File: src/rtl/cmp_stream_pipe.sv
// Two-stage streaming comparator with mismatch statistics.
// Define CMP_STREAM_SIGNED_EN to enable signed LT (110) and signed GT (111).
module cmp_stream_pipe #(
  parameter int WIDTH = 5,
  parameter int CNT_W = 8
) (
  input  logic             clk,
  input  logic             rst,
  input  logic             in_valid,
  output logic             in_ready,
  input  logic [WIDTH-1:0] a,
  input  logic [WIDTH-1:0] b,
  input  logic [2:0]       mode,
  input  logic             clear,
  output logic             out_valid,
  input  logic             out_ready,
  output logic             s,
  output logic [CNT_W-1:0] mismatch_cnt,
  output logic             first_hit,
  output logic [WIDTH-1:0] first_a,
  output logic [WIDTH-1:0] first_b
);

  // Handshake: a beat moves on an edge where valid && ready; valid is held
  // with stable data until taken, and ready never depends on valid.
  logic             s1_valid;
  logic [WIDTH-1:0] s1_a;
  logic [WIDTH-1:0] s1_b;
  logic [2:0]       s1_mode;

  logic             s2_valid;
  logic             s2_s;
  logic             s2_ne;
  logic [WIDTH-1:0] s2_a;
  logic [WIDTH-1:0] s2_b;

  logic adv1;
  logic adv2;
  logic transfer;
  logic rel;

  assign adv2      = !s2_valid || out_ready;
  assign adv1      = !s1_valid || adv2;
  assign in_ready  = adv1;
  assign transfer  = s2_valid && out_ready;
  assign out_valid = s2_valid;
  assign s         = s2_s;

  always_comb begin
    rel = 1'b0;
    case (s1_mode)
      3'b000:  rel = (s1_a == s1_b);
      3'b001:  rel = (s1_a != s1_b);
      3'b010:  rel = (s1_a <  s1_b);
      3'b011:  rel = (s1_a <= s1_b);
      3'b100:  rel = (s1_a >  s1_b);
      3'b101:  rel = (s1_a >= s1_b);
`ifdef CMP_STREAM_SIGNED_EN
      3'b110:  rel = ($signed(s1_a) < $signed(s1_b));
      3'b111:  rel = ($signed(s1_a) > $signed(s1_b));
`endif
      default: rel = 1'b0;
    endcase
  end

  always_ff @(posedge clk or posedge rst) begin
    if (rst) begin
      s1_valid <= 1'b0;
      s1_a     <= '0;
      s1_b     <= '0;
      s1_mode  <= '0;
    end else if (adv1) begin
      s1_valid <= in_valid;
      if (in_valid) begin
        s1_a    <= a;
        s1_b    <= b;
        s1_mode <= mode;
      end
    end
  end

  always_ff @(posedge clk or posedge rst) begin
    if (rst) begin
      s2_valid <= 1'b0;
      s2_s     <= 1'b0;
      s2_ne    <= 1'b0;
      s2_a     <= '0;
      s2_b     <= '0;
    end else if (adv2) begin
      s2_valid <= s1_valid;
      if (s1_valid) begin
        s2_s  <= rel;
        s2_ne <= (s1_a != s1_b);
        s2_a  <= s1_a;
        s2_b  <= s1_b;
      end
    end
  end

  // clear wins over a coincident mismatching transfer, which is then lost.
  always_ff @(posedge clk or posedge rst) begin
    if (rst) begin
      mismatch_cnt <= '0;
      first_hit    <= 1'b0;
      first_a      <= '0;
      first_b      <= '0;
    end else if (clear) begin
      mismatch_cnt <= '0;
      first_hit    <= 1'b0;
      first_a      <= '0;
      first_b      <= '0;
    end else if (transfer && s2_ne) begin
      if (mismatch_cnt != {CNT_W{1'b1}}) mismatch_cnt <= mismatch_cnt + CNT_W'(1);
      if (!first_hit) begin
        first_hit <= 1'b1;
        first_a   <= s2_a;
        first_b   <= s2_b;
      end
    end
  end

endmodule

File: config.mk
export PLATFORM = sky130hd
export DESIGN_NAME = cmp_stream_pipe
export DESIGN_NICKNAME = d
export VERILOG_FILES = /design/src/rtl/cmp_stream_pipe.sv
export SDC_FILE = /design/constraint.sdc
export NUM_CORES = 1
export LEC_CHECK = 0
export ABC_CLOCK_PERIOD_IN_PS = 1600
export CAP_MARGIN = 20
export CORE_MARGIN = 3
export CORE_UTILIZATION = 45
export DETAILED_ROUTE_END_ITERATION = 8
export DONT_BUFFER_PORTS = 1
export MAX_ROUTING_LAYER = met4
export PLACE_DENSITY = 0.62
export SYNTH_ARGS = -nofsm -noshare
export SYNTH_HDL_FRONTEND = slang
export SYNTH_SLANG_ARGS = --single-unit
export TNS_END_PERCENT = 10
File: constraint.sdc
create_clock -name clk -period 1.6 [get_ports clk]
set_input_delay 0 -clock clk [delete_from_list [all_inputs] [get_ports clk]]
set_output_delay 0 -clock clk [all_outputs]
set_load 0.05 [all_outputs]
Word level (Yosys, flattened, before mapping)
Index checks and enable logic that the tools add are counted.

cells by class
  add/subtract/negate cells = 1
  magnitude comparators = 4
  equal/unequal tests = 9
  muxes and demuxes = 12
  reduce and logical (&&, ||, !) cells = 13

operator list
  kind                                                                    count
  5-bit two-way mux                                                       6
  8-bit two-way mux                                                       3
  8-bit by 1-bit adder with 8-bit output (second input constant)          1
  8-bit inequality test (second input constant)                           1
  2-bit AND reduction                                                     4
  3-bit by 2-bit equality test with 1-bit output (second input constant)  2
  3-bit equality test (second input constant)                             2
  1-bit one-hot mux with 6 select lines                                   1
  5-bit equality test                                                     1
  5-bit greater-or-equal comparator                                       1
  5-bit > comparator                                                      1
  5-bit less-or-equal comparator                                          1
  5-bit < comparator                                                      1
  5-bit inequality test                                                   1
  2-bit nonzero test                                                      2
  3-bit by 1-bit equality test with 1-bit output (second input constant)  1
  3-bit zero test                                                         1
  1-bit logical AND                                                       2
  1-bit zero test                                                         2
  1-bit logical OR                                                        2
  1-bit two-way mux                                                       2
  2-bit inequality test (second input constant)                           1

storage, ports and cells
  flip-flop bits (word level) = 46
  bits of input ports = 18
  output and inout port bits = 22
  word-level logic and storage cells = 52

Depth between registers and ports, before layout
  depth after elaboration = 4
  mapped depth = 7
  gate-level depth less buffers = 7

Worst setup path before layout
No wires, ideal clock.

  path kind = flip-flop to flip-flop
  start point = reg s2_valid, in the netlist out_valid
  end point = reg s1_a[0]
  setup time = 125 ps
  arrival = 1998 ps
  data required time = 1475 ps
  path slack = -522 ps
  stages on the path, launching flop included = 6
  path buffers = 1
  period minus slack after synthesis = 2122 ps
  cells stage by stage = dfrtp_1 > nor2b_1 > nand2_1 > nand2_1 > buf_4 > mux2_2

between the ends
  longest elaborated chain between the ends = 4

ends and longest elaborated chain
  element                               line  text
  start: declaration                    31    logic s2_valid;
  start signal: assignment              90    s2_valid <= s1_valid;
  1-bit zero test                       42    assign adv2 = !s2_valid || out_ready;
  1-bit logical OR                      42
  1-bit logical OR                      43    assign adv1 = !s1_valid || adv2;
  net in_ready                          10    output logic in_ready,
  2-bit AND reduction (no source line)  -
  end signal: assignment                69    s1_a <= '0;
  end signal: assignment                75    s1_a <= a;
  end: declaration                      27    logic [WIDTH-1:0] s1_a;

The timed path passes the listed nets, and every way through them passes these cells.
A chain may end at the register's enable or synchronous reset.

Worst setup path in the final report
  start point = reg s1_a[4]
  end point = reg s2_s, in the netlist s

between the ends
  longest elaborated chain between the ends = 2
  elaborated cells on any way between the ends = 7
  classes of those cells = order compare: 4; eq/ne: 2; mux: 1

ends and longest elaborated chain
  element                                                          line  text
  5-bit greater-or-equal comparator, or another cell as far along  57    3'b101: rel = (s1_a >= s1_b);
  1-bit one-hot mux with 6 select lines *                          51    case (s1_mode)
  end signal: assignment                                           92    s2_s <= rel;
  end: declaration                                                 32    logic s2_s;

Mark *: on every way between the ends. The rest lies on a longest branch, timed or not.

==> summary.json <==
{
  "drive_gt1_share": {"value": 31.0, "unit": "%"},
  "timing.critical_path.arrival": {"value": 1840, "unit": "ps"},
  "synthesis.area_per_instance": {"value": 12.0, "unit": "um2"},
  "initial_detailed_routing_violation_count": {"value": 116},
  "routed.top_layer": {"value": "met4"},
  "maxClockFrequency": {"value": 617, "unit": "MHz"},
  "critical_path.reg2reg.startpoint": {"value": "s1_a[4]$_DFFE_PP0P_"},
  "largest_fanout_of_any_net_on_the_critical_path": {"value": 4},
  "grt_max_degree": {"value": 47},
  "status": {"value": "finished, violations left"},
  "synth_top_area_share": {"value": 57.6, "unit": "%"},
  "cts_tree": {"value": "yes"},
  "synth_seq_area_share": {"value": 57.6, "unit": "%"},
  "timing.slew.headroom": {"value": 58.4, "unit": "%"},
  "insertedDiodeCount": {"value": 0},
  "most_frequent_standard_cell_in_the_layout_excluding_fill_and_tap_cells": {"value": "sky130_fd_sc_hd__dfrtp_1"},
  "power.clock.fraction": {"value": 24.4, "unit": "%"},
  "synth_area": {"value": 2000, "unit": "um2"},
  "netSwitchingPower": {"value": 0.000915, "unit": "W"},
  "global_route.overflow_total": {"value": 0},
  "cp.required": {"value": 1810, "unit": "ps"},
  "initial_cell_density_of_the_core": {"value": 48.2, "unit": "%"},
  "placed_cells": {"value": 230},
  "vias_in_the_first_global_route": {"value": 1494},
  "kind_of_start_point_of_the_critical_path": {"value": "register"},
  "layout_cells_excl_fill": {"value": 263},
  "place.gp.congestion": {"value": 0.718},
  "fraction_of_registers_with_async_set_reset": {"value": 100, "unit": "%"},
  "internal_power_contribution": {"value": 0.00193, "unit": "W"},
  "synth.net_count": {"value": 191},
  "clk_latency": {"value": 300, "unit": "ps"},
  "number_of_buffers_added_by_the_clock_tree_synthesis_step": {"value": 5},
  "io_buffers": {"value": 0},
  "dpl.hpwl": {"value": 2860, "unit": "um"},
  "clkSinkCount": {"value": 46},
  "finish.utilization": {"value": 62.2, "unit": "%"},
  "p_per_area": {"value": 1100, "unit": "nW/um2"},
  "drv_slew": {"value": 0},
  "clock_pin_slew_of_the_registers_on_the_worst_case_setup_and_hold_paths": {"value": 90, "unit": "ps"},
  "end_point_of_the_worst_hold_path": {"value": "s1_valid$_DFFE_PP0N_"},
  "pwr-share-comb": {"value": 21.9, "unit": "%"},
  "synthToLayoutAreaGrowth": {"value": 28.8, "unit": "%"},
  "failed_checks": {"value": "setup timing"},
  "worst-setup-path-type": {"value": "register to register"},
  "peakVddDrop": {"value": 0.000619, "unit": "V"},
  "dieArea": {"value": 5280, "unit": "um2"},
  "met3WireLength": {"value": 251, "unit": "um"},
  "postSynthCellCount": {"value": 167},
  "drt-met1-wl": {"value": 1730, "unit": "um"},
  "via_total_after_detailed_routing": {"value": 1416},
  "routed_via_density": {"value": 5.38},
  "ys_dominant_reg_cell": {"value": "sky130_fd_sc_hd__dfrtp_1"},
  "cts-htree-levels": {"value": 2},
  "antenna_violations_before_repair": {"value": 0},
  "die-width": {"value": 72.7, "unit": "um"},
  "route.detailed.drc": {"value": 0},
  "setup_viol": {"value": 2},
  "worstReg2RegEnd": {"value": "s$_DFFE_PP0P_"},
  "ant_nets": {"value": 0},
  "finalClockSkew": {"value": 10.7, "unit": "ps"},
  "i_o_pins": {"value": 40},
  "share_of_the_clock_period_used_by_the_worst_path": {"value": 101, "unit": "%"},
  "finish.net_count": {"value": 236},
  "wire_length_of_the_first_global_routing_pass": {"value": 7120, "unit": "um"},
  "dieHeight": {"value": 72.7, "unit": "um"},
  "hold_violation_total_from_the_final_report": {"value": 0},
  "cap_violations": {"value": 0},
  "layout_setup_ws": {"value": -20.9, "unit": "ps"},
  "gr-usage-all-layers": {"value": 17.9, "unit": "%"},
  "final_period_minus_worst_setup_slack": {"value": 1620, "unit": "ps"},
  "yosys_register_bits": {"value": 46},
  "drt-wirelength-per-cell": {"value": 15.5, "unit": "um"},
  "synthDistinctLibCells": {"value": 29},
  "number_of_placement_rows": {"value": 23},
  "placeableCoreArea": {"value": 4140, "unit": "um2"},
  "synth.area.top_cells": {"value": "sky130_fd_sc_hd__dfrtp_1 (58%), sky130_fd_sc_hd__mux2_2 (10%), sky130_fd_sc_hd__a22o_1 (4.4%)"},
  "fillCellCount": {"value": 348},
  "crit_path_end_kind": {"value": "register"},
  "r2r.worst_path.cells": {"value": 6},
  "most_frequent_cells_in_the_layout": {"value": "sky130_fd_sc_hd__dfrtp_1 (43), sky130_fd_sc_hd__buf_4 (20), sky130_fd_sc_hd__dlygate4sd3_1 (19)"},
  "yosys_warning_total": {"value": 0},
  "wl": {"value": 4080, "unit": "um"},
  "seq_power_share": {"value": 53.6, "unit": "%"},
  "synthDominantAreaCellType": {"value": "sky130_fd_sc_hd__dfrtp_1"},
  "cellLeakagePower": {"value": 1.17, "unit": "nW"},
  "sw_frac_of_total": {"value": 32.2, "unit": "%"},
  "first_pass_iters": {"value": 4},
  "synth_enable_flop_cells": {"value": 0},
  "hold_path_class": {"value": "primary input to register"},
  "met2_length": {"value": 2050, "unit": "um"},
  "grt_setup_unrepaired": {"value": "true"},
  "clockRootBuffer": {"value": "sky130_fd_sc_hd__clkbuf_8"},
  "clock_path_buffers": {"value": 2},
  "timing_worst_slew_pin_value": {"value": 622, "unit": "ps"},
  "worst_hold_startpoint": {"value": "out_ready"},
  "setup.reg_to_reg.worst_slack": {"value": -20, "unit": "ps"},
  "worst_hold_path_depth": {"value": 4}
}
## through the flow
step	TNS [ps]	setup WS, ps	hold slack (ps)	total power, W	cell area, um2
2_1_floorplan	-1020	-117	108	0.00191	2030
5_1_grt	-314	-108	88.9	0.00301	2580
4_1_cts	-3.83	-3.83	-261	0.00284	2530
3_3_place_gp	0	50.9	54.6	0.00203	2210
6_report	-25.0	-20.9	79.3	0.00284	2580
3_5_place_dp	-24.1	-22.6	63.8	0.00206	2210
## worst max-delay path, cell delays in order (launching register included)
cell and delay, ps:
sky130_fd_sc_hd__dfrtp_1 430, sky130_fd_sc_hd__ha_4 290, sky130_fd_sc_hd__nand4_1 220, sky130_fd_sc_hd__nor2_2 230
sky130_fd_sc_hd__xor2_1 160, sky130_fd_sc_hd__o21ai_1 80, sky130_fd_sc_hd__a21oi_1 130
## cell usage after synthesis (4+ instances only)
library cell	number
sky130_fd_sc_hd__o21ai_0	12
sky130_fd_sc_hd__nand4_1	5
sky130_fd_sc_hd__inv_1	11
sky130_fd_sc_hd__nor2_1	12
sky130_fd_sc_hd__a22o_1	10
sky130_fd_sc_hd__ha_1	6
sky130_fd_sc_hd__a21oi_1	6
sky130_fd_sc_hd__dfrtp_1	46
sky130_fd_sc_hd__mux2_2	18
sky130_fd_sc_hd__xor2_1	4
sky130_fd_sc_hd__nand2_1	13
## sequential cells by signal (all words and copies together), names as in the netlist
| register | count |
|---|---|
| s2_b | 5 |
| out_valid | 1 |
| s1_a | 5 |
| s1_b | 5 |
| first_a | 5 |
| mismatch_cnt | 8 |
| s1_mode | 3 |
| s | 1 |
| first_b | 5 |
| s1_valid | 1 |
| s2_ne | 1 |
| s2_a | 5 |
| first_hit | 1 |
## final cells by class
| class | instances | area [um2] | share of cell area (%) |
|---|---|---|---|
| sequential | 46 | 1150 | 44.8 |
| inverter | 11 | 41.3 | 1.60 |
| multi-input combinational | 107 | 860 | 33.4 |
| clock inverter | 2 | 13.8 | 0.534 |
| tap | 50 | 62.6 | 2.43 |
| timing repair buffer | 41 | 372 | 14.4 |
| clock buffer | 6 | 72.6 | 2.82 |
## power by group through the flow
stage | Sequential [W] | Combinational (W) | Clock (W)
final | 0.00152 | 0.000624 | 0.000694
after global placement | 0.00154 | 0.000491 | 0
after detailed placement | 0.00155 | 0.000518 | 0
after global routing | 0.00155 | 0.000689 | 0.000771
after CTS | 0.00152 | 0.000602 | 0.000716
after floorplan | 0.00158 | 0.000334 | 0
## cells by family after synthesis
| family | after synthesis | share of synthesized area, % |
|---|---|---|
| AOI/OAI and AO/OA | 32 | 11.1 |
| xor gates and xnor gates | 5 | 2.19 |
| buffers and inverters | 14 | 2.82 |
| DFF | 46 | 57.6 |
| muxes | 19 | 10.6 |
| adders and majority gates | 6 | 3.75 |
| and+or+nand+nor | 45 | 11.9 |
## worst max-delay path by stage
stage | start | endpoint | slack [ps] | cells after the start
after global routing | s1_a[4]$_DFFE_PP0P_ | s$_DFFE_PP0P_ | -110 | 6
after detailed placement | s1_a[4]$_DFFE_PP0P_ | s$_DFFE_PP0P_ | -20 | 6
after global placement | mismatch_cnt[1]$_DFFE_PP0P_ | mismatch_cnt[4]$_DFFE_PP0P_ | 50 | 6
after floorplan | mismatch_cnt[0]$_DFFE_PP0P_ | mismatch_cnt[4]$_DFFE_PP0P_ | -120 | 6
final | s1_a[4]$_DFFE_PP0P_ | s$_DFFE_PP0P_ | -20 | 6
after CTS | mismatch_cnt[0]$_DFFE_PP0P_ | mismatch_cnt[4]$_DFFE_PP0P_ | -4 | 6
## routing by layer
layer / GRT usage, % / vias up
met5: - / -
met4: 6.15 / 0
met3: 3.99 / 5
met2: 28.7 / 34
met1: 22.5 / 695
li1: - / 682
## timing repair
item,in CTS,in global routing
gates resized for setup,8,2
pin swaps,5,8
hold buffers,17,2
buffers inserted,3,3
setup endpoints to repair,2,3
gates cloned,0,0
hold endpoints to repair,80,8
No activity file was read; power rests on OpenSTA's default activity.
